### src/rtl/bot_feeder.sv
// Bot feeder: filters zero-mask bots, tags survivors with a sequence index and
// writes them into the input module FIFO, throttled by usedw plus in-flight writes.
module bot_feeder #(
  parameter int EXTRA_DATA_WIDTH      = 12,
  parameter int FULLNESS_LATENCY      = 3,
  parameter int ALMOST_FULL_THRESHOLD = 24
) (
  input  logic                        clk,
  input  logic                        rst,
  input  logic [127:0]                botIn,
  input  logic                        botInValid,
  input  logic [5:0]                  validBotPermutesIn,
  output logic                        botInReady,
  input  logic [4:0]                  fifoFullness,
  output logic [127:0]                botOut,
  output logic                        anyBotPermutIsValid,
  output logic [5:0]                  validBotPermutesOut,
  output logic [EXTRA_DATA_WIDTH-1:0] extraDataOut,
  output logic [31:0]                 botsIssued,
  output logic [31:0]                 botsDropped
);

  localparam int SW = 7;

  logic [FULLNESS_LATENCY-1:0] hist_q, hist_d;
  logic [EXTRA_DATA_WIDTH-1:0] tag_q, tag_d;
  logic [31:0]                 issued_q, issued_d;
  logic [31:0]                 dropped_q, dropped_d;
  logic [127:0]                bot_q, bot_d;
  logic [5:0]                  mask_q, mask_d;
  logic [EXTRA_DATA_WIDTH-1:0] xtra_q, xtra_d;

  logic [SW-1:0] credit_sum;
  logic          acc;
  logic          wr;
  logic          drop;

  // hist_q[0] is the write strobe itself; older entries are writes usedw has not caught up with.
  always_comb begin
    credit_sum = SW'(fifoFullness);
    for (int i = 0; i < FULLNESS_LATENCY; i++) begin
      credit_sum = credit_sum + SW'(hist_q[i]);
    end
  end

  assign botInReady = !rst && (credit_sum < SW'(ALMOST_FULL_THRESHOLD));
  assign acc        = botInValid && botInReady;
  assign wr         = acc && (validBotPermutesIn != 6'd0);
  assign drop       = acc && (validBotPermutesIn == 6'd0);

  always_comb begin
    hist_d    = '0;
    hist_d[0] = wr;
    for (int i = 1; i < FULLNESS_LATENCY; i++) begin
      hist_d[i] = hist_q[i-1];
    end
  end

  always_comb begin
    tag_d     = tag_q;
    issued_d  = issued_q;
    dropped_d = dropped_q;
    bot_d     = bot_q;
    mask_d    = mask_q;
    xtra_d    = xtra_q;
    if (wr) begin
      tag_d  = tag_q + 1'b1;
      bot_d  = botIn;
      mask_d = validBotPermutesIn;
      xtra_d = tag_q;
      if (issued_q != 32'hFFFF_FFFF) begin
        issued_d = issued_q + 32'd1;
      end
    end
    if (drop && dropped_q != 32'hFFFF_FFFF) begin
      dropped_d = dropped_q + 32'd1;
    end
  end

  always_ff @(posedge clk) begin
    if (rst) begin
      hist_q    <= '0;
      tag_q     <= '0;
      issued_q  <= '0;
      dropped_q <= '0;
    end else begin
      hist_q    <= hist_d;
      tag_q     <= tag_d;
      issued_q  <= issued_d;
      dropped_q <= dropped_d;
    end
  end

  // Payload is qualified by the strobe, so it needs no reset.
  always_ff @(posedge clk) begin
    bot_q  <= bot_d;
    mask_q <= mask_d;
    xtra_q <= xtra_d;
  end

  assign anyBotPermutIsValid = hist_q[0];
  assign botOut              = bot_q;
  assign validBotPermutesOut = mask_q;
  assign extraDataOut        = xtra_q;
  assign botsIssued          = issued_q;
  assign botsDropped         = dropped_q;

endmodule

### config.mk
export PLATFORM = sky130hd
export DESIGN_NAME = bot_feeder
export DESIGN_NICKNAME = d
export VERILOG_FILES = /design/src/rtl/bot_feeder.sv
export SDC_FILE = /design/constraint.sdc
export NUM_CORES = 1
export LEC_CHECK = 0
export ABC_AREA = 1
export CAP_MARGIN = 20
export CORE_UTILIZATION = 31
export CTS_BUF_LIST = sky130_fd_sc_hd__clkbuf_4
export DETAILED_ROUTE_END_ITERATION = 8
export SETUP_SLACK_MARGIN = 0.05
export SLEW_MARGIN = 20
export SYNTH_ARGS = -nofsm -noshare
export SYNTH_HDL_FRONTEND = slang
export SYNTH_SLANG_ARGS = --single-unit
### constraint.sdc
create_clock -name clk -period 5.8 [get_ports clk]
set_input_delay 1.16 -clock clk [delete_from_list [all_inputs] [get_ports clk]]
set_output_delay 1.16 -clock clk [all_outputs]
set_load 0.03 [all_outputs]
==> metrics.md <==
| Metric | Value |
|---|---|
| Final GP Congestion | approximately 0.88 |
| Setup TNS | 0 ns |
| Final hold violation count | 0 |
| RSZ-0062 raised after global routing | no |
| Initial antenna violation count | 4 |
| Max VDD drop | between 0.1 and 0.15 mV |
| Core Util, Final | about 48% |
| Hold WC Path Type | flip-flop to flip-flop |
| GRT overflow | 0 |
| Hold Path End | hist_q[2] |
| H-tree levels | 2 |
| Maximum clock path buffer count | 3 |
| CP startpoint kind | primary input |
| Share of cells above drive strength 1 | between 8 and 9% |
| Clock network fraction of design power | around 40% |
| Post-layout minimum cycle time | between 4 and 5 ns |
| Worst-skew pair later-pin latency | just under 0.7 ns |
| Max-slew violation total from the final report | 0 |
| R2r setup slk | around 2.6 ns |
| HPWL Detailed | ~22,000 um |
| Via Count | about 8,500 |
| Max-cap violations | 0 |
| Worst slew pin tran | just over 0.7 ns |
| Antenna Nets Post-Route | 0 |
| Worst slack at placement | just under 0.9 ns |
| Row cnt | 63 |
| Reg power frac | between 50% and 60% |
| Clock Skews | roughly 0.023 ns |
| Sw Ratio | between 20% and 30% |
| Setup crit end kind | output pin |
| Tcrit/Tclk final | ~83% |
| Tot GR Track Use | approximately a fifth |
| Drt initial violations | about 540 |
| Worst hold stages | 2 |
| Post-CTS resize count | 0 |
| Hold_buf cts | 0 |
| Core footprint | between 0.02 and 0.03 sq mm |
| Yosys cell types | 30 |
| Area Growth Syn to Fin | 49.6% |
| DR WL/cell | approximately 17 um |
| Largest net degree at the start of global routing | 95 |
| # port buffers | between 300 and 400 |
| Setup repair bufs after CTS | 0 |
| Pleak | between 4 and 5 nW |
| Setup ws final | 1.00 ns |
| Ranking of synthesized cells by area | edfxtp_1 46%, dfxtp_1 17%, nand2_1 9.2% |
| Fmax | 209 MHz |
| Status | finished, final reports clean |
| FF-to-FF path depth | 11 |
| Fill count | between 2,000 and 3,000 |
| Sw Pwr | about 0.85 mW |
| Final setup violation count | 0 |
| Routed vias/inst | around 4.6 |
| Ys Warns | 0 |
| Total Wirelength | roughly 31,000 um |
| Pre-antenna DRT Iters | 5 |
| First-pass GRT wire length | roughly 46,000 um |
| Crit Path Category | primary input to output pin |
| Mapped Area | 0.00952 sq mm |
| Int Power | about 2.7 mW |
| Combinational share of power | a little under a tenth |
| Syn nets | approximately 1,100 |
| Worst R2R End | botsIssued[0] |
| Pwr dens | about 250 mW/mm^2 |
| Residual DRC count | 0 |
| Initial Util | between 30% and 40% |
| Clk slew on worst S/H paths | around 0.060 ns |
| Yosys top cell area share | 46.0% |
| Worst hold start | hist_q[1] |
| Clock Sinks | approximately 230 |
| Mapped Avg Cell Area | ~9.6 sq um |
| Nets | 1,531 |
| RR Startpoint | botsIssued[0] |
| Synth Register Bits | roughly 230 |
| Boundary pin count | between 300 and 400 |
| Register area share after synthesis | a little over three fifths |
| CTS root buffer | clkbuf_4 |
| Die Ht | 177 um |
| Vias in the first global route | between 7,000 and 8,000 |
| Area leader, netlist | edfxtp_1 |
| Crit path max fanout | 2 |
| CTS tree | done |
| Worst path required time | ~4.6 ns |
| Slew headroom | about 52% |
| Die width | ~180 um |
| Cells after synthesis | around 1,000 |
| Die area | approximately 0.031 sq mm |
| Num CTS Buffers | 61 |
| WP data arrival | about 3.6 ns |
## per-stage QoR
| step | std cells | hold slack (ns) | power, mW | instance area [sq um] |
|---|---|---|---|---|
| 2_1_floorplan | 997 | 0.411 | 1.93 | 9520 |
| 3_3_place_gp | 1711 | 0.425 | 2.13 | 13400 |
| 3_5_place_dp | 1711 | 0.433 | 2.13 | 13500 |
| 4_1_cts | 1822 | 0.446 | 3.57 | 14200 |
| 5_1_grt | 1824 | 0.456 | 3.66 | 14200 |
| 6_report | 1824 | 0.437 | 3.50 | 14200 |
## cell type report
type | instances | area, sq um | share of cell area (%)
antenna | 2 | 5.00 | 0.0351
clock inverter | 24 | 135 | 0.949
timing repair buffer | 359 | 3600 | 25.3
sequential | 225 | 5970 | 41.9
clock buffer | 87 | 653 | 4.58
inverter | 68 | 255 | 1.79
tap | 390 | 488 | 3.43
multi-input combinational | 669 | 3140 | 22.1
## worst max path at each step
stage                       endpoint            start  slack, ns
final                     botInReady  fifoFullness[0]       1.00
after global routing      botInReady  fifoFullness[0]       0.84
after CTS                 botInReady  fifoFullness[0]       0.89
after detailed placement  botInReady  fifoFullness[0]       0.89
after global placement    botInReady  fifoFullness[0]       0.89
after floorplan            botOut[0]  fifoFullness[0]       1.06
## layout by cell type (no fill, tap or decap), drive strengths merged
| master | Yosys | routed |
|---|---|---|
| nor4 | 1 | 1 |
| nand3b | 1 | 1 |
| nor2b | 1 | 1 |
| ha | 4 | 4 |
| or2 | 1 | 1 |
| clkbuf | 16 | 87 |
| buf | 19 | 7 |
| xor2 | 27 | 27 |
| nor2 | 139 | 139 |
| clkdlybuf4s50 | 0 | 352 |
| clkinv | 0 | 22 |
| nand3 | 103 | 103 |
| diode | 0 | 2 |
| a21boi | 1 | 1 |
| edfxtp | 146 | 146 |
| nand2 | 236 | 236 |
| xnor2 | 9 | 9 |
| fa | 1 | 1 |
| nor3 | 8 | 8 |
| o21ai | 62 | 62 |
| bufinv | 0 | 1 |
| inv | 68 | 69 |
| dfxtp | 79 | 79 |
| nand4 | 5 | 5 |
| a21oi | 70 | 70 |
## cell usage after synthesis
| master | number |
|---|---|
| nand2_1 | 234 |
| edfxtp_1 | 146 |
| nor2_1 | 128 |
| nand3_1 | 101 |
| dfxtp_1 | 79 |
| a21oi_1 | 70 |
| inv_1 | 65 |
| o21ai_0 | 56 |
| xor2_1 | 27 |
| clkbuf_1 | 15 |
| buf_2 | 11 |
| xnor2_1 | 9 |
| nor2_2 | 8 |
| nor3_1 | 8 |
| buf_4 | 6 |
| o21ai_1 | 6 |
| nand4_1 | 5 |
| ha_1 | 4 |
| inv_2 | 3 |
| nor2_4 | 3 |
| buf_1 | 2 |
| nand2_2 | 2 |
| nand3_2 | 2 |
| a21boi_0 | 1 |
| clkbuf_2 | 1 |
| fa_1 | 1 |
| nand3b_1 | 1 |
| nor2b_1 | 1 |
| nor4_1 | 1 |
| or2_1 | 1 |
## per-layer routing
layer	global-route usage [%]	up-vias	routed length (um)
met1	23.1	3915	12600
met5	0	-	31
li1	-	4170	-
met4	7.80	4	868
met2	31.8	326	15100
met3	5.11	56	2510
## critical path, stage by stage
cell,delay (ns)
clkdlybuf4s50_1,0.45
inv_1,0.06
fa_1,0.40
inv_1,0.07
ha_1,0.22
nand2_1,0.06
inv_1,0.04
nand2_1,0.05
nand3_1,0.11
a21oi_1,0.29
clkdlybuf4s50_1,0.73
## flip-flops by register name, indices dropped and copies added, names as in the netlist
signal and cells:
botOut 128, botsDropped 32, botsIssued 32, extraDataOut 12, hist_q 3, tag_q 12
validBotPermutesOut 6
## power by group through the flow
stage / Combinational [mW] / Clock (mW) / Sequential, mW
2_1_floorplan: 0.0427 / 0 / 1.89
3_3_place_gp: 0.325 / 0 / 1.80
3_5_place_dp: 0.327 / 0 / 1.80
4_1_cts: 0.329 / 1.47 / 1.77
5_1_grt: 0.339 / 1.54 / 1.77
6_report: 0.324 / 1.41 / 1.77
## cells by family after synthesis
| logic type | share of synthesized area [%] |
|---|---|
| buffers and inverters | 4.45 |
| adders and majority gates | 0.736 |
| and+or+nand+nor | 21.8 |
| xor gates and xnor gates | 3.31 |
| DFF | 62.7 |
| AOI/OAI and AO/OA | 7.02 |
No activity file was read; power rests on OpenSTA's default activity.
